<file path="config.mk">
export PLATFORM = sky130hd
export DESIGN_NAME = button_led_chain
export DESIGN_NICKNAME = d
export VERILOG_FILES = /design/src/rtl/fake_fpga_pkg.sv /design/src/rtl/button_debounce.sv /design/src/rtl/button_led_chain.sv
export SDC_FILE = /design/constraint.sdc
export NUM_CORES = 1
export LEC_CHECK = 0
export CORE_ASPECT_RATIO = 0.5
export CORE_UTILIZATION = 25
export CTS_BUF_LIST = sky130_fd_sc_hd__clkbuf_8
export CTS_CLUSTER_SIZE = 16
export DETAILED_ROUTE_END_ITERATION = 10
export GPL_TIMING_DRIVEN = 1
export PLACE_DENSITY = 0.54
export SETUP_SLACK_MARGIN = 0.1
export SYNTH_ARGS = -nofsm -noshare
export SYNTH_HDL_FRONTEND = slang
export SYNTH_SLANG_ARGS = --single-unit
</file>
<file path="constraint.sdc">
create_clock -name clk -period 3.8 [get_ports clk]
set_input_delay 0.57 -clock clk [delete_from_list [all_inputs] [get_ports clk]]
set_output_delay 0.57 -clock clk [all_outputs]
set_load 0.05 [all_outputs]
</file>
<file path="src/rtl/fake_fpga_pkg.sv">
// Shared constants and helpers for the button/LED chain that sits between fake_fpga's buttons and leds.
// The optional sticky-latch feature of the top level is enabled by defining BUTTON_LED_STICKY_EN.
package fake_fpga_pkg;

  localparam logic MODE_XOR    = 1'b0;
  localparam logic MODE_TOGGLE = 1'b1;

  // Width of a counter that must be able to hold the value `cycles`.
  function automatic int unsigned debounce_cnt_width(input int unsigned cycles);
    return $clog2(cycles + 1);
  endfunction

endpackage

</file>
<file path="src/rtl/button_debounce.sv">
// One button channel: multi-flop synchroniser, debounce counter, stable level and rising-edge pulse.
module button_debounce
  import fake_fpga_pkg::*;
#(
  parameter int SYNC_STAGES     = 2,
  parameter int DEBOUNCE_CYCLES = 4
) (
  input  logic clk,
  input  logic rst,
  input  logic button,
  output logic stable,
  output logic rise_pulse
);

  localparam int CNT_W = debounce_cnt_width(DEBOUNCE_CYCLES);
  localparam logic [CNT_W-1:0] CNT_LAST = CNT_W'(DEBOUNCE_CYCLES - 1);

  logic [SYNC_STAGES-1:0] sync_q, sync_d;
  logic [CNT_W-1:0]       cnt_q, cnt_d;
  logic                   stable_q, stable_d;
  logic                   rise_q, rise_d;
  logic                   synced;

  // Any cycle where the synced level agrees with the stable level discards the count,
  // so only an uninterrupted run of DEBOUNCE_CYCLES disagreements flips the output.
  always_comb begin
    sync_d   = {sync_q[SYNC_STAGES-2:0], button};
    synced   = sync_q[SYNC_STAGES-1];
    cnt_d    = '0;
    stable_d = stable_q;
    rise_d   = 1'b0;
    if (synced != stable_q) begin
      if (cnt_q == CNT_LAST) begin
        stable_d = synced;
        rise_d   = synced;
      end else begin
        cnt_d = cnt_q + CNT_W'(1);
      end
    end
  end

  always_ff @(posedge clk or posedge rst) begin
    if (rst) begin
      sync_q   <= '0;
      cnt_q    <= '0;
      stable_q <= 1'b0;
      rise_q   <= 1'b0;
    end else begin
      sync_q   <= sync_d;
      cnt_q    <= cnt_d;
      stable_q <= stable_d;
      rise_q   <= rise_d;
    end
  end

  assign stable     = stable_q;
  assign rise_pulse = rise_q;

endmodule

</file>
<file path="src/rtl/button_led_chain.sv">
// N debounced buttons drive N registered LEDs as a prefix-XOR chain (mode 0) or per-channel toggles (mode 1).
// Defining BUTTON_LED_STICKY_EN adds clr/sticky ports that latch each channel's rising edges.
module button_led_chain
  import fake_fpga_pkg::*;
#(
  parameter int N               = 8,
  parameter int SYNC_STAGES     = 2,
  parameter int DEBOUNCE_CYCLES = 4
) (
  input  logic         clk,
  input  logic         rst,
  input  logic [N-1:0] buttons,
  input  logic         mode,
  output logic [N-1:0] leds,
  output logic [N-1:0] btn_stable,
  output logic [N-1:0] rise_pulse
`ifdef BUTTON_LED_STICKY_EN
  ,
  input  logic [N-1:0] clr,
  output logic [N-1:0] sticky
`endif
);

  logic [N-1:0] chain;
  logic [N-1:0] tog_q, tog_d;
  logic [N-1:0] leds_q, leds_d;

  for (genvar i = 0; i < N; i++) begin : g_chan
    button_debounce #(
      .SYNC_STAGES    (SYNC_STAGES),
      .DEBOUNCE_CYCLES(DEBOUNCE_CYCLES)
    ) u_debounce (
      .clk       (clk),
      .rst       (rst),
      .button    (buttons[i]),
      .stable    (btn_stable[i]),
      .rise_pulse(rise_pulse[i])
    );
  end

  // Toggle state keeps running in XOR mode so switching modes never loses it.
  always_comb begin
    logic acc;
    acc   = 1'b0;
    chain = '0;
    for (int i = 0; i < N; i++) begin
      acc      = acc ^ btn_stable[i];
      chain[i] = acc;
    end
    tog_d  = tog_q ^ rise_pulse;
    leds_d = chain;
    unique case (mode)
      MODE_XOR:    leds_d = chain;
      MODE_TOGGLE: leds_d = tog_q;
      default:     leds_d = chain;
    endcase
  end

  always_ff @(posedge clk or posedge rst) begin
    if (rst) begin
      tog_q  <= '0;
      leds_q <= '0;
    end else begin
      tog_q  <= tog_d;
      leds_q <= leds_d;
    end
  end

  assign leds = leds_q;

`ifdef BUTTON_LED_STICKY_EN
  logic [N-1:0] sticky_q, sticky_d;

  // A set arriving in the same cycle as a clear takes priority.
  always_comb begin
    sticky_d = rise_pulse | (sticky_q & ~clr);
  end

  always_ff @(posedge clk or posedge rst) begin
    if (rst) begin
      sticky_q <= '0;
    end else begin
      sticky_q <= sticky_d;
    end
  end

  assign sticky = sticky_q;
`endif

endmodule

</file>
==> impl_results.md, run 1 <==
- Status: finished clean
- Core area: 0.0104 mm2
- Initial DRC count: 61
- Comb pwr share: 40.5%
- Net count after synthesis: between 200 and 250
- Critical Path End Type: primary output
- Synthesized area per cell: 14.8 um2
- Cell with the most instances after synthesis: dfrtp_1
- Synth top area cells: dfrtp_1 66%, mux2_2 4.5%, buf_4 4.4%
- Vias in the first global route: 1,416
- Int Pwr: 1.84 mW
- Tcrit/Tclk final: 60.0%
- Die area: around 0.011 mm2
- Setup slack at placement: 1.82 ns
- CP startpoint kind: register
- Period minus WS final: 2.28 ns
- Crit Path Class: register to primary output
- Post-Route Skew: 0.00556 ns
- I/O pin count: 35
- CP max FO: 5
- Post-layout nets: 234
- Measured slew at the worst slew-check pin: 0.619 ns
- Grt total ovfl: 0
- First-pass GRT wire length: 6920 um
- Worst min-delay path class: register to register
- CP required: approximately 3.2 ns
- Post-synthesis register bit count: 72
- R2R setup slack: 2.13 ns
- CP max stage cell: clkdlybuf4s50_1
- Fmax: 0.438 GHz
- Psw: about 1.1 mW
- Residual DRC: 0
- Root Driver: clkbuf_8
- Post-synth EDFFs: 0
- Most used DFF post-synth: dfrtp_1
- I/O Buffers: 34
- Cts repair resizes: 0
- GRT Total Usage: under 10%
- DR vias: ~1,400
- Slew HR: 58.7%
- Cell Count, Final, Fillers Out: 360
- Slew Viols, Final: 0
- Antenna violation net count after detailed routing: 0
- Switching part of the total power: 37.0%
- Synth Warn #: 0
- Clk slew on worst S/H paths: around 0.070 ns
- Initial core utilization: 26.3%
- Dpl cells: about 340
- DRT Wirelength: 4050 um
- TritonCTS buffer count: 9
- Fillcell total: 995
- Vias per inst: 3.78
- Clk buf depth: 2
- Clock power share: between 20% and 30%
- Hpwl dp: 2920 um
- # diodes: 0
- Post-layout instance area: 0.00335 mm2
- CTS Hold Buffers Added: 0
- Post-synth design cell area: 0.00275 mm2
- Max VDD drop: roughly 0.21 mV
- Delay-heaviest family, CP: buffers and inverters
- GR Util met2: 12.4%
- H-tree level count: 3
- Post-CTS setup buffers: 0
- Post-Synthesis Cells: 186
- Setup TNS: 0 ns
- Layout cells sized above 1: between 10% and 20%
- Unique masters post-synth: 18
- Share of the synthesized area in the top cell type: 65.5%
- Crit-path cells: clkdlybuf4s50_1
- CP peak stage delay: between 0.8 and 0.9 ns
- Buf/Inv on CP: 1
- Sequential share of the synthesized area: between 60% and 70%
- Asr flop ratio synth: 100%
- Most instantiated cells after synthesis: 72 x dfrtp_1, 16 x buf_4, 13 x xnor2_1
- Antenna violations before repair: 0
- Seq pwr share: between 30% and 40%
- CTS tree: done
- Fin worst setup slack: 1.52 ns
- Max Cap Viol: 0
- WP data arrival: 1.71 ns
- Global placement routability congestion: 0.643
- PD cells: between 800 and 900 mW/mm2
- Largest net degree at the start of global routing: 51
- Chip Width: around 150 um
- # rows: 26
- Top cell type by total area after synthesis: dfrtp_1
- Count of final hold-check violations: 0
- Global route hottest layer: met2
- Clk_lat worst skew: 0.33 ns
- Static Leak: 1.53 nW
- Pre-Repair DR Iteration Count: 4
- Die Height: 76.2 um
- Placement Cell Area: 0.00315 mm2
- WL per Instance: roughly 11 um
- Area Overhead vs Synth: 21.7%
- RSZ-0062 raised after global routing: no
- Final setup violation count: 0
- GR Util met3: 4.25%
- Met1 GRT Util: 9.45%
- Clk sink count: 72
registers in the layout, summed over array words and instances, names as in the netlist:
name and cells:
g_chan.u_debounce.cnt_q 24, g_chan.u_debounce.rise_pulse 8, g_chan.u_debounce.stable 8, g_chan.u_debounce.sync_q 16, leds 8, tog_q 8
layout by cell type (no fill, tap or decap), types with 4 or more instances in the layout:
cell              n
nand2_1           4
nor2b_1          12
nor3_1            6
dfrtp_1          72
ha_1              8
and3b_1           8
clkdlybuf4s50_1  34
xor2_1           12
mux2_2           11
clkbuf_8         11
nor3b_1          12
xnor2_1          13
o21ai_0           4
worst paths after layout:
path | startpoint | to | depth (start not counted)
worst max-delay path | g_chan[3].u_debounce.stable$_DFFE_PP0P_ | btn_stable[3] | 1
worst min-delay path | g_chan[7].u_debounce.sync_q[0]$_DFF_PP0_ | g_chan[7].u_debounce.sync_q[1]$_DFF_PP0_ | 0
worst max register to register | g_chan[2].u_debounce.stable$_DFFE_PP0P_ | leds[7]$_DFF_PP0_ | 4
worst min register to register | g_chan[7].u_debounce.sync_q[0]$_DFF_PP0_ | g_chan[7].u_debounce.sync_q[1]$_DFF_PP0_ | 0
max in group asynchronous | rst | g_chan[0].u_debounce.cnt_q[1]$_DFF_PP0_ | 3
min in group asynchronous | rst | leds[7]$_DFF_PP0_ | 2
worst register-to-register path, stage by stage, from the launching register on:
cell and delay, ns:
dfrtp_1 0.43, xnor3_2 0.52, xor2_4 0.26, xnor2_1 0.10, mux2_2 0.26
logic make-up (layout without fill, tap and decap cells):
| kind of cell | Yosys count | after routing | share of synthesized area [%] |
|---|---|---|---|
| AND/OR/NAND/NOR | 44 | 44 | 10.6 |
| buffers and inverters | 19 | 53 | 4.78 |
| AO/OA/AOI/OAI | 4 | 4 | 0.728 |
| adder cells (fa/ha/maj) | 8 | 8 | 3.64 |
| flip-flops | 72 | 72 | 65.5 |
| multiplexers | 12 | 12 | 4.87 |
| XOR/XNOR | 27 | 27 | 9.83 |
power groups by stage:
stage / combinational [mW] / sequential [mW] / clock (mW)
6_report: 1.18 / 1.15 / 0.587
5_1_grt: 1.28 / 1.18 / 0.654
4_1_cts: 1.21 / 1.16 / 0.612
3_5_place_dp: 1.20 / 1.17 / 0
3_3_place_gp: 1.18 / 1.16 / 0
2_1_floorplan: 0.830 / 1.27 / 0
layout make-up:
cell class                 instances  area (um2)  area share [%]
sequential                        72        1800            53.8
multi-input combinational         95         817            24.4
timing repair buffer              35         348            10.4
tap                              140         175            5.23
clock buffer                      11         151            4.52
clock inverter                     5        47.5            1.42
inverter                           2        7.51           0.224
per-stage QoR:
| step | util (%) | total power, mW | hold WS (ns) |
|---|---|---|---|
| final | 32.1 | 2.92 | 0.348 |
| after global routing | 32.1 | 3.12 | 0.358 |
| after CTS | 32.1 | 2.98 | 0.353 |
| after detailed placement | 30.2 | 2.37 | 0.336 |
| after global placement | 30.2 | 2.34 | 0.335 |
| after floorplan | - | 2.10 | 0.331 |
routing by layer:
layer	wire [um]	share of wire [%]
met2	2050	51
met4	14	0.35
met3	183	4.5
met5	0	0
met1	1800	45
(Power assumes the default switching activity.)
==> inputs of run 2 (changes only) <==
clock period = 2.21 ns   (was 3.8 ns; I/O delays follow)
==> run 2 against run 1 <==
Against the previous run: register-to-register slack worse by 1.6 ns; wire length up 2.5%; sequential share of layout area down 1.1 points; final area up 2.0%; sequential power up 70%; count of clock-buffer cells in the layout down 1; highest routed layer unchanged.
==> impl_results.md, run 2 (same netlist as run 1, synthesis figures left out) <==
- Status: finished clean
- Clk slew on worst S/H paths: 0.07 ns (about the same)
- Cts repair resizes: 0 (unchanged)
- Global placement routability congestion: 0.681 (+5.8%)
- Setup TNS: 0 ns (unchanged)
- I/O Buffers: 34 (unchanged)
- Critical Path End Type: primary output
- Int Pwr: 3.38 mW (+84%)
- Slew HR: 64.3% (+5.6 points)
- Psw: 1.90 mW (+76%)
- DRT Wirelength: 4150 um (+2.5%)
- Area Overhead vs Synth: 24.2%
- Switching part of the total power: 35.9% (-1.1 points)
- CP peak stage delay: 0.86 ns (about the same)
- Core area: 0.0104 mm2 (unchanged)
- First-pass GRT wire length: 6940 um (+0.30%)
- Max reg flops: 24 (unchanged)
- Post-CTS setup buffers: 0 (unchanged)
- Hpwl dp: 2820 um (-3.7%)
- Max Cap Viol: 0 (unchanged)
- Clock power share: 23.5% (+3.4 points)
- Slew Viols, Final: 0 (unchanged)
- DR vias: 1,373 (+1.0%)
- Grt total ovfl: 0 (unchanged)
- Comb pwr share: 39.3% (-1.2 points)
- Fmax: 0.491 GHz
- # diodes: 0 (unchanged)
- Final setup violation count: 0 (unchanged)
- Pre-Repair DR Iteration Count: 4 (unchanged)
- Initial core utilization: 26.3% (unchanged)
- Commonest non-fill, non-tap cells in the layout: 72 x dfrtp_1, 34 x clkdlybuf4s50_1, 13 x xnor2_1
- CP max stage cell: clkdlybuf4s50_1
- WL per Instance: 11.5 um (+2.5%)
- Root Driver: clkbuf_8
- Cell Count, Final, Fillers Out: 360 (unchanged)
- Largest net degree at the start of global routing: 73 (+43%)
- R2R setup slack: 0.54 ns (-1.59 ns)
- Delay-heaviest family, CP: buffers and inverters
- Clk_lat worst skew: 0.34 ns (about the same)
- Area of the multi-input gates: 817 um2 (unchanged)
- Hold Path End: g_chan[2].u_debounce.sync_q[1]$_DFF_PP0_
- Vias in the first global route: 1,410 (-0.42%)
- CTS tree: done
- Chip Width: 150 um (unchanged)
- Layout cells sized above 1: 14.1% (+0.91 points)
- Worst min-delay path class: register to register
- FF-to-FF End: leds[7]$_DFF_PP0_
- Measured slew at the worst slew-check pin: 0.534 ns (-0.0852 ns)
- # rows: 26 (unchanged)
- Seq pwr share: 37.2% (-2.2 points)
- RSZ-0062 raised after global routing: no
- CP required: 1.88 ns (-1.35 ns)
- Post-Route Skew: 0.00434 ns (-0.00122 ns)
- Fillcell total: 1,034 (+3.9%)
- Largest regs: g_chan.u_debounce.cnt_q x24, g_chan.u_debounce.sync_q x16
- Period minus WS final: 2.04 ns
- Post-layout nets: 235 (+0.43%)
- Clk sink count: 72 (unchanged)
- Largest register by flop count: g_chan.u_debounce.cnt_q
- Die Height: 76.2 um (unchanged)
- Reg-to-reg startpoint: g_chan[2].u_debounce.stable$_DFFE_PP0P_
- Dpl cells: 345 (+0.29%)
- TritonCTS buffer count: 9 (unchanged)
- R2r worst-path depth: 4 (unchanged)
- Static Leak: 1.54 nW (+0.54%)
- Antenna violation net count after detailed routing: 0 (unchanged)
- H-tree level count: 3 (unchanged)
- Clk buf depth: 2 (unchanged)
- CP startpoint kind: register
- WP data arrival: 1.70 ns (about the same)
- Tcrit/Tclk final: 92.1%
- Die area: 0.0114 mm2 (unchanged)
- PD cells: 1540 mW/mm2 (+77%)
- Seq. cell area: 0.00180 mm2 (unchanged)
- Max VDD drop: 0.347 mV (+62%)
- Initial DRC count: 46 (-25%)
- CTS Hold Buffers Added: 0 (unchanged)
- Crit-path cells: clkdlybuf4s50_1
- Hold Crit Start: g_chan[2].u_debounce.sync_q[0]$_DFF_PP0_
- Hold path cells: 0 (unchanged)
- CP max FO: 5 (unchanged)
- GRT Total Usage: 8.15% (+0.13 points)
- Critical path depth: 1 (unchanged)
- Count of final hold-check violations: 0 (unchanged)
- Crit Path Class: register to primary output
- Residual DRC: 0 (unchanged)
- Commonest non-fill, non-tap cell in the layout: dfrtp_1
- Vias per inst: 3.81 (+1.0%)
- Buf/Inv on CP: 1 (unchanged)
- Antenna violations before repair: 0 (unchanged)
- I/O pin count: 35 (unchanged)
run 2: worst max-delay path by stage:
stage | slack [ns] | to | startpoint
2_1_floorplan | 0.65 | leds[7]$_DFF_PP0_ | g_chan[2].u_debounce.stable$_DFFE_PP0P_
3_3_place_gp | 0.53 | btn_stable[3] | g_chan[3].u_debounce.stable$_DFFE_PP0P_
3_5_place_dp | 0.52 | btn_stable[3] | g_chan[3].u_debounce.stable$_DFFE_PP0P_
4_1_cts | 0.14 | btn_stable[3] | g_chan[3].u_debounce.stable$_DFFE_PP0P_
5_1_grt | 0.10 | btn_stable[3] | g_chan[3].u_debounce.stable$_DFFE_PP0P_
6_report | 0.17 | btn_stable[3] | g_chan[3].u_debounce.stable$_DFFE_PP0P_
run 2: per-layer routing:
layer / GRT usage [%] / part of all wire, % / vias to the layer above
met5: 0 / 0 / -
met4: 3.64 / 1.9 / 0
met3: 3.65 / 3.5 / 9
met2: 13.6 / 51 / 14
met1: 8.87 / 44 / 690
li1: - / - / 660
run 2: power groups by stage:
stage                     clock, mW  combinational (mW)  sequential (mW)
after floorplan                   0                1.43             2.19
after global placement            0                2.06             1.97
after detailed placement          0                2.11             1.99
after CTS                      1.29                2.12             1.97
after global routing           1.34                2.26             2.01
final                          1.24                2.07             1.96
run 2: stage by stage:
step | setup WS (ns) | total power [mW] | area (um2) | hold slack (ns) | util, %
finish | 0.174 | 5.27 | 3420 | 0.348 | 32.7
global route | 0.103 | 5.61 | 3420 | 0.353 | 32.7
CTS | 0.137 | 5.38 | 3420 | 0.347 | 32.7
detailed placement | 0.515 | 4.10 | 3170 | 0.335 | 30.4
global placement | 0.531 | 4.03 | 3170 | 0.334 | 30.4
floorplan | 0.652 | 3.62 | 2750 | 0.331 | -
run 2: final cells by class:
type                            instances  area share (%)
Clock buffer                           10            4.03
Timing Repair Buffer                   36            10.8
Clock inverter                          5            3.08
Sequential cell                        72            52.7
Tap cell                              140            5.13
Multi-Input combinational cell         95            23.9
Inverter                                2           0.330
==> inputs of run 3 (changes only) <==
CAP_MARGIN = 20   (was default)
clock period = 2.15 ns   (was 2.21 ns; I/O delays follow)
==> run 3 against run 2 <==
Against the previous run: die area did not move; sequential power rose by 3%; critical path depth did not move; combinational power rose by 2%; clock skew rose by 0.0041 ns; count of clock-buffer cells in the layout rose by 1; sequential cell count did not move; register-to-register slack got worse by 0.03 ns; wire length fell by 3.4%; highest routed layer unchanged.
==> impl_results.md, run 3 (same netlist as run 1, synthesis figures left out) <==
- Fmax: 0.506 GHz
- Max reg flops: 24 (unchanged)
- R2R setup slack: 0.51 ns (-0.03 ns)
- Critical path depth: 1 (unchanged)
- Clk sink count: 72 (unchanged)
- Die area: 0.0114 mm2 (unchanged)
- Largest net degree at the start of global routing: 73 (unchanged)
- DRT Wirelength: 4010 um (-3.4%)
- # diodes: 0 (unchanged)
- Initial core utilization: 26.3% (unchanged)
- Final setup violation count: 0 (unchanged)
- Static Leak: 1.52 nW (-1.3%)
- Max Cap Viol: 0 (unchanged)
- Layout Utilization: 32.0% (-0.68 points)
- GRT Total Usage: 7.92% (-0.24 points)
- # rows: 26 (unchanged)
- Critical Path End Type: primary output
- Layout cells sized above 1: 13.6% (-0.45 points)
- WL per Instance: 11.1 um (-3.4%)
- Setup TNS: 0 ns (unchanged)
- I/O pin count: 35 (unchanged)
- Grt total ovfl: 0 (unchanged)
- Buf/Inv on CP: 1 (unchanged)
- Die Height: 76.2 um (unchanged)
- Commonest non-fill, non-tap cells in the layout: 72 x dfrtp_1, 33 x clkdlybuf4s50_1, 13 x xnor2_1
- Commonest non-fill, non-tap cell in the layout: dfrtp_1
- Beginning of the critical path: g_chan[1].u_debounce.stable$_DFFE_PP0P_
- Clk slew on worst S/H paths: 0.07 ns (about the same)
- Crit Path Class: register to primary output
- Vias in the first global route: 1,450 (+2.8%)
- Antenna violation net count after detailed routing: 0 (unchanged)
- Status: finished clean
- Initial DRC count: 62 (+35%)
- FF-to-FF End: leds[7]$_DFF_PP0_
- Seq. cell area: 0.00180 mm2 (unchanged)
- CP peak stage delay: 0.85 ns (about the same)
- DR vias: 1,367 (-0.44%)
- Area Overhead vs Synth: 21.6%
- Vias per inst: 3.80 (-0.44%)
- CP required: 1.83 ns (-0.05 ns)
- TritonCTS buffer count: 9 (unchanged)
- R2r worst-path depth: 4 (unchanged)
- H-tree level count: 3 (unchanged)
- Core area: 0.0104 mm2 (unchanged)
- Hpwl dp: 2800 um (-0.60%)
- Setup crit end: btn_stable[1]
- Post-Route Skew: 0.00841 ns (+0.00407 ns)
- Largest register by flop count: g_chan.u_debounce.cnt_q
- CP startpoint kind: register
- Fillcell total: 1,020 (-1.4%)
- Pre-Repair DR Iteration Count: 2 (-2)
- CP max FO: 6 (+1)
- CP max stage cell: clkdlybuf4s50_1
- Root Driver: clkbuf_8
- Worst min-delay path class: register to register
- Max VDD drop: 0.370 mV (+6.5%)
- Clk_lat worst skew: 0.34 ns (about the same)
- I/O Buffers: 34 (unchanged)
- PD cells: 1510 mW/mm2 (-2.1%)
- WP data arrival: 1.65 ns (-0.05 ns)
- Slew HR: 63.5% (-0.82 points)
- Measured slew at the worst slew-check pin: 0.546 ns (+0.0123 ns)
- Min Hold Slack: 0.344 ns (-0.00369 ns)
- Chip Width: 150 um (unchanged)
- Antenna violations before repair: 0 (unchanged)
- Largest regs: g_chan.u_debounce.cnt_q x24, g_chan.u_debounce.sync_q x16
- Residual DRC: 0 (unchanged)
- First-pass GRT wire length: 6780 um (-2.3%)
- Crit-path cells: clkdlybuf4s50_1
- CTS tree: done
- Slew Viols, Final: 0 (unchanged)
- Tcrit/Tclk final: 91.9%
- Period minus WS final: a little under 2 ns
- Area of the multi-input gates: 817 um2 (unchanged)
- Delay-heaviest family, CP: buffers and inverters
- Clk buf depth: 2 (unchanged)
- Count of final hold-check violations: 0 (unchanged)
- Post-layout nets: 235 (unchanged)
- Reg-to-reg startpoint: g_chan[2].u_debounce.stable$_DFFE_PP0P_
- Global placement routability congestion: 0.679 (-0.24%)
- RSZ-0062 raised after global routing: no
## run 3: power breakdown
part           internal, mW  leakage, nW  switching, mW
combinational         0.931        0.523           1.18
clock                 0.467       0.0924          0.461
sequential             1.74        0.907          0.273
total                  3.14         1.52           1.92
## run 3: worst min path at each step
stage / startpoint / to / slack [ns] / cells past startpoint
finish: g_chan[1].u_debounce.sync_q[0]$_DFF_PP0_ / g_chan[1].u_debounce.sync_q[1]$_DFF_PP0_ / 0.34 / 0
global route: g_chan[6].u_debounce.sync_q[0]$_DFF_PP0_ / g_chan[6].u_debounce.sync_q[1]$_DFF_PP0_ / 0.36 / 0
CTS: g_chan[1].u_debounce.sync_q[0]$_DFF_PP0_ / g_chan[1].u_debounce.sync_q[1]$_DFF_PP0_ / 0.35 / 0
detailed placement: g_chan[4].u_debounce.sync_q[0]$_DFF_PP0_ / g_chan[4].u_debounce.sync_q[1]$_DFF_PP0_ / 0.33 / 0
global placement: g_chan[1].u_debounce.sync_q[0]$_DFF_PP0_ / g_chan[1].u_debounce.sync_q[1]$_DFF_PP0_ / 0.33 / 0
floorplan: g_chan[0].u_debounce.sync_q[0]$_DFF_PP0_ / g_chan[0].u_debounce.sync_q[1]$_DFF_PP0_ / 0.33 / 0
## run 3: layout make-up
cell class	instances	share of cell area [%]
Tap cell	140	5.24
Sequential cell	72	53.9
Clock buffer	11	4.53
Multi-Input combinational cell	95	24.4
Inverter	2	0.337
Clock inverter	4	0.636
Timing Repair Buffer	36	11.0
## run 3: stage by stage
stage / total power [mW] / worst slack [ns] / area (um2) / cells
after floorplan: 3.72 / 0.592 / 2750 / 186
after global placement: 4.14 / 0.474 / 3170 / 345
after detailed placement: 4.20 / 0.461 / 3170 / 345
after CTS: 5.15 / 0.128 / 3340 / 360
after global routing: 5.40 / 0.105 / 3340 / 360
final: 5.06 / 0.173 / 3340 / 360
## run 3: repair_timing
action	4_1_cts	5_1_grt
setup buffers	0	0
gates resized for setup	1	0
setup endpoints to repair	1	0
hold buffers	0	0
## run 3: routing by layer
layer / global-route usage [%] / wire length (um) / vias to the layer above
met3: 3.47 / 184 / 13
li1: - / - / 664
met5: 0 / 0 / -
met1: 8.68 / 1760 / 674
met4: 4.55 / 110 / 0
met2: 12.8 / 1960 / 16
==> patch 1, RTL diff (settings of run 2) <==
Add a define of `BUTTON_LED_STICKY_EN`.
--- a/src/rtl/button_led_chain.sv
+++ b/src/rtl/button_led_chain.sv
@@ -1,5 +1,7 @@
 // N debounced buttons drive N registered LEDs as a prefix-XOR chain (mode 0) or per-channel toggles (mode 1).
 // Defining BUTTON_LED_STICKY_EN adds clr/sticky ports that latch each channel's rising edges.
+`define BUTTON_LED_STICKY_EN
+
 module button_led_chain
   import fake_fpga_pkg::*;
 #(
Ports: changed (added clr and sticky); port bits go from 35 to 51. The function was not compared with the original's and may differ.
==> patch 1 against run 2 <==
Routed wire length is 14% higher; area after synthesis is 11% higher; sequential cell count is 8 higher; clock skew is 0.0029 ns higher; power is 0.34% higher; global-route usage is 0.33 points higher; final area is 12% higher; worst setup slack better by 0.0083 ns; critical endpoint is now btn_stable[0].
==> patch 1: results (changes against run 2) <==
status: "finished, final reports clean"  # unchanged
r2r-start: "g_chan[1].u_debounce.stable"  # was g_chan[2].u_debounce.stable
reg.largest.list: "g_chan.u_debounce.cnt_q: 24 flops, g_chan.u_debounce.sync_q: 16 flops"  # unchanged
max_stage_delay_ns: 0.85
hp-start: "g_chan[7].u_debounce.sync_q[0]"  # was g_chan[2].u_debounce.sync_q[0]
slowest_stage: "clkdlybuf4s50_1"  # unchanged
r2r-end: "leds[7]"  # unchanged
antenna_found_initial: 0  # unchanged
grt_pass1_wl_um: 7860  # was 6940 um
vias: 1580  # was 1373
gp_congestion: 0.659  # was 0.681
synth-seq-area-share_pct: 65.8  # was 65.5%
grt_pass1_vias: 1680  # was 1410
post-cts-setup-buffers: 0  # unchanged
grt_start_max_net_pins: 81  # was 73
cts-root-buf: "clkbuf_8"  # unchanged
whs_path_depth: 0  # unchanged
port_buffers: 50  # was 34
yosys_warnings: 0  # unchanged
instances_no_fill: 426  # was 360
largest_reg_flops: 24  # unchanged
nNetsFinal: 283  # was 235
drive_gt1_share_pct: 11.9  # was 14.1%
clkTransAtPathRegs_ns: 0.08
skew_ns: 0.00728  # was 0.00434 ns
synth_fp_nets: 237  # was 205
clk_latency_ns: 0.35
synthCells: 210  # was 186
power_leakage_nw: 1.82  # was 1.54 nW
fill_cells: 1206  # was 1034
drt_iter0_drc: 63  # was 46
first_pass_iters: 4  # unchanged
min_to: "g_chan[7].u_debounce.sync_q[1]"  # was g_chan[2].u_debounce.sync_q[1]
worst_ep_arrival_time_ns: 1.70  # about the same
cts_max_path_buffers: 2  # unchanged
rr_worst_depth: 4  # unchanged
htreeDepth: 3  # unchanged
hold_path_class: "flip-flop to flip-flop"  # unchanged
place_hpwl_um: 3390  # was 2820 um
synth_area_leaders: "dfrtp_1 (66%), mux2_2 (4.1%), buf_4 (4.0%), xnor2_1 (3.7%), xor2_1 (3.5%)"  # was dfrtp_1 (66%), mux2_2 (4.5%), buf_4 (4.4%), xnor2_1 (4.1%), xor2_1 (3.8%)
yosysUniqueCellTypes: 19  # was 18
wl_per_cell_um: 11.1  # was 11.5 um
place_ws_ns: 0.502  # was 0.515 ns
place_inst: 410  # was 345
cts_buffers: 9  # unchanged
critPathMaxFanout: 7  # was 5
worst_pin_slew_ns: 0.525  # was 0.534 ns
track_usage_pct: 8.48  # was 8.15%
place_area_um2: 3650  # was 3170 um2
ir_worst_vdd_v: 0.000386  # was 0.000347 V
ff2ff_setup_slack_ns: 0.55
synth_common_cells: "dfrtp_1 (80), buf_4 (16), xnor2_1 (13)"  # was dfrtp_1 (72), buf_4 (16), xnor2_1 (13)
[patch 1: changes by cell type after synthesis, sizes merged]
cell / delta
dfrtp: +8
a21o: +8
inv: +8
[patch 1: worst max path at each step]
stage          slack, ns       endpoint  depth (start not counted)                         from
3_3_place_gp        0.51  btn_stable[3]                          1  g_chan[3].u_debounce.stable
5_1_grt             0.10  btn_stable[0]                          1  g_chan[0].u_debounce.stable
2_1_floorplan       0.65        leds[7]                          4  g_chan[2].u_debounce.stable
4_1_cts             0.14  btn_stable[0]                          1  g_chan[0].u_debounce.stable
3_5_place_dp        0.50  btn_stable[3]                          1  g_chan[3].u_debounce.stable
6_report            0.18  btn_stable[0]                          1  g_chan[0].u_debounce.stable
[patch 1: cell type report]
cell class / instances / area [um2] / area share [%]
inverter: 10 / 41.3 / 1.08
clock inverter: 6 / 36.3 / 0.948
sequential: 80 / 2000 / 52.3
timing repair buffer: 52 / 527 / 13.8
tap: 165 / 206 / 5.39
clock buffer: 10 / 138 / 3.60
multi-input combinational: 103 / 877 / 22.9
[patch 1: where the power goes]
| part | internal, mW | switching (mW) | total (mW) |
|---|---|---|---|
| sequential | 1.86 | 0.301 | 2.16 |
| combinational | 0.954 | 1.24 | 2.19 |
| clock | 0.430 | 0.513 | 0.943 |
[patch 1: worst reg2reg max path, stage by stage, from the launching register on]
cell     delay [ns]
dfrtp_1        0.48
xnor3_2        0.44
xor2_4         0.25
xnor2_1        0.10
mux2_2         0.27
[patch 1: what timing repair did]
item	in CTS	in global routing
gates resized for setup	1	0
hold buffers	0	0
endpoints found under the setup margin	1	0
[patch 1: per-layer routing]
metal | routed length, um | track usage, % | up-vias | part of all wire, %
met5 | 0 | 0 | - | 0
met4 | 86 | 4.04 | 0 | 1.8
met3 | 227 | 3.96 | 9 | 4.8
met2 | 2400 | 14.2 | 21 | 51
met1 | 2030 | 9.15 | 786 | 43
li1 | - | - | 764 | -
[patch 1: kinds of logic (layout without fill, tap and decap cells)]
| group | after synthesis | count (layout) | synth area share (%) |
|---|---|---|---|
| simple gates | 44 | 44 | 9.63 |
| compound gates | 12 | 12 | 2.63 |
| xor+xnor | 27 | 27 | 8.89 |
| fa+ha+maj | 8 | 8 | 3.29 |
| mux | 12 | 12 | 4.40 |
| buf+inv | 27 | 78 | 5.31 |
| flops | 80 | 80 | 65.8 |
[patch 1: metrics by stage]
step / hold slack (ns) / power, mW / utilization [%]
final: 0.351 / 5.29 / 32.3
after global routing: 0.362 / 5.64 / 32.3
after CTS: 0.353 / 5.39 / 32.3
after detailed placement: 0.335 / 4.43 / 30.9
after global placement: 0.334 / 4.37 / 30.9
after floorplan: 0.331 / 3.89 / -
==> patch 2, RTL diff (settings of run 2) <==
Without the edit above. Register the output `leds` once more, cleared by the reset; this adds one clock of latency there. The other outputs are not delayed to match.
--- a/src/rtl/button_led_chain.sv
+++ b/src/rtl/button_led_chain.sv
@@ -66,7 +66,13 @@
     end
   end
 
-  assign leds = leds_q;
+  always_ff @(posedge clk or posedge rst) begin
+    if (rst) begin
+      leds <= '0;
+    end else begin
+      leds <= leds_q;
+    end
+  end
 
 `ifdef BUTTON_LED_STICKY_EN
   logic [N-1:0] sticky_q, sticky_d;
Behaviour: not the same (Yosys sat finds a counterexample within 10 cycles, from zero or initial values and one cycle with rst high).
==> patch 2 against run 2 <==
Critical path depth did not move; core utilization fell by 0.38 points; fmax barely moved; routed wire length rose by 3.4%; clock skew rose by 0.0023 ns; first-iteration DRC count rose by 37%; final area rose by 6.5%; area after synthesis rose by 7.3%; sequential share of layout area rose by 2.3 points; synthesized cell count rose by 4.3%; critical endpoint unchanged; worst setup slack improved by 0.00052 ns; largest power group is now sequential cells; power rose by 4.6%; sequential cell count rose by 8.
==> patch 2: results (changes against run 2) <==
yosysUniqueCellTypes: 18  # unchanged
skew_ns: 0.00665  # was 0.00434 ns
synth_common_cells: "dfrtp_1 (80), buf_4 (16), xnor2_1 (13)"  # was dfrtp_1 (72), buf_4 (16), xnor2_1 (13)
status: "finished, final reports clean"  # unchanged
worst_ep_arrival_time_ns: 1.70  # about the same
ys.flop_type: "dfrtp_1"  # unchanged
gp_congestion: 0.637  # was 0.681
clk_latency_ns: 0.34  # about the same
power_leakage_nw: 1.66  # was 1.54 nW
htreeDepth: 3  # unchanged
reg.largest.list: "g_chan.u_debounce.cnt_q: 24 flops, g_chan.u_debounce.sync_q: 16 flops"  # unchanged
fill_cells: 1097  # was 1034
synth.area.mux_share_pct: 4.54  # was 4.87%
crit_family: "buffers and inverters"  # unchanged
cts_max_path_buffers: 2  # unchanged
synth-seq-area-share_pct: 67.9  # was 65.5%
synthXorXnorAreaFrac_pct: 9.16  # was 9.83%
post-cts-setup-buffers: 0  # unchanged
drive_gt1_share_pct: 13.2  # was 14.1%
worst_pin_slew_ns: 0.554  # was 0.534 ns
track_usage_pct: 8.20  # was 8.15%
hold_path_class: "flip-flop to flip-flop"  # unchanged
place_ws_ns: 0.524  # was 0.515 ns
drt_iter0_drc: 63  # was 46
synth_top_area_share_pct: 67.9  # was 65.5%
grt_pass1_vias: 1514  # was 1410
place_hpwl_um: 2960  # was 2820 um
nNetsFinal: 242  # was 235
antenna_found_initial: 0  # unchanged
vias_per_cell: 3.70  # was 3.81
cts-root-buf: "clkbuf_8"  # unchanged
ir_worst_vdd_v: 0.000372  # was 0.000347 V
synth_fp_nets: 213  # was 205
synth_compound_area_share_pct: 0.679  # was 0.728%
synth_area_leaders: "dfrtp_1 (68%), mux2_2 (4.2%), buf_4 (4.1%), xnor2_1 (3.9%), xor2_1 (3.6%)"  # was dfrtp_1 (66%), mux2_2 (4.5%), buf_4 (4.4%), xnor2_1 (4.1%), xor2_1 (3.8%)
slowest_stage: "clkdlybuf4s50_1"  # unchanged
clockPowerShare_pct: 23.1  # was 23.5%
synth_fa_ha_area_share_pct: 3.39  # was 3.64%
grt_start_max_net_pins: 81  # was 73
power_report.internal_total_mw: 3.58  # was 3.38 mW
grt_pass1_wl_um: 7520  # was 6940 um
diodes: 0  # unchanged
max_stage_delay_ns: 0.86  # about the same
totalWireLength_um: 4300  # was 4150 um
seq_power_mw: 2.21  # was 1.96 mW
## patch 2: changes by cell type after synthesis
cell     before  now
dfrtp_1      72   80
## patch 2: final timing paths
| check | cells after the start | end | slack (ns) | start |
|---|---|---|---|---|
| setup / recovery | 1 | btn_stable[3] | 0.17 | g_chan[3].u_debounce.stable |
| hold / removal | 0 | leds[3] | 0.35 | leds_q[3] |
| setup reg to reg | 4 | leds_q[7] | 0.55 | g_chan[2].u_debounce.stable |
| hold reg to reg | 0 | leds[3] | 0.35 | leds_q[3] |
| max in group asynchronous | 3 | leds[5] | 1.44 | rst |
| min in group asynchronous | 3 | g_chan[0].u_debounce.sync_q[1] | 0.42 | rst |
## patch 2: cells by family (layout without fill, tap and decap cells)
group           Yosys count  after routing
compound gates            4              4
buf+inv                  19             53
mux                      12             12
fa+ha+maj                 8              8
xor+xnor                 27             27
flops                    80             80
simple gates             44             44
## patch 2: stage by stage
stage | std cells | instance area [um2] | total power [mW]
floorplan | 194 | 2950 | 3.85
global placement | 371 | 3390 | 4.25
detailed placement | 371 | 3390 | 4.32
CTS | 387 | 3630 | 5.62
global route | 387 | 3640 | 5.89
finish | 387 | 3640 | 5.52
## patch 2: layout make-up
cell class                      instances  area share (%)
Sequential cell                        80            55.0
Multi-Input combinational cell         95            22.5
Timing Repair Buffer                   35            9.98
Tap cell                              159            5.47
Clock buffer                           10            3.78
Clock inverter                          6            2.96
Inverter                                2           0.310
## patch 2: routing by layer
| metal | up-vias | global-route usage (%) | wire (um) |
|---|---|---|---|
| met2 | 18 | 13.3 | 2190 |
| met3 | 6 | 3.93 | 195 |
| li1 | 688 | - | - |
| met5 | - | 0 | 0 |
| met1 | 721 | 9.27 | 1830 |
| met4 | 0 | 3.53 | 76 |
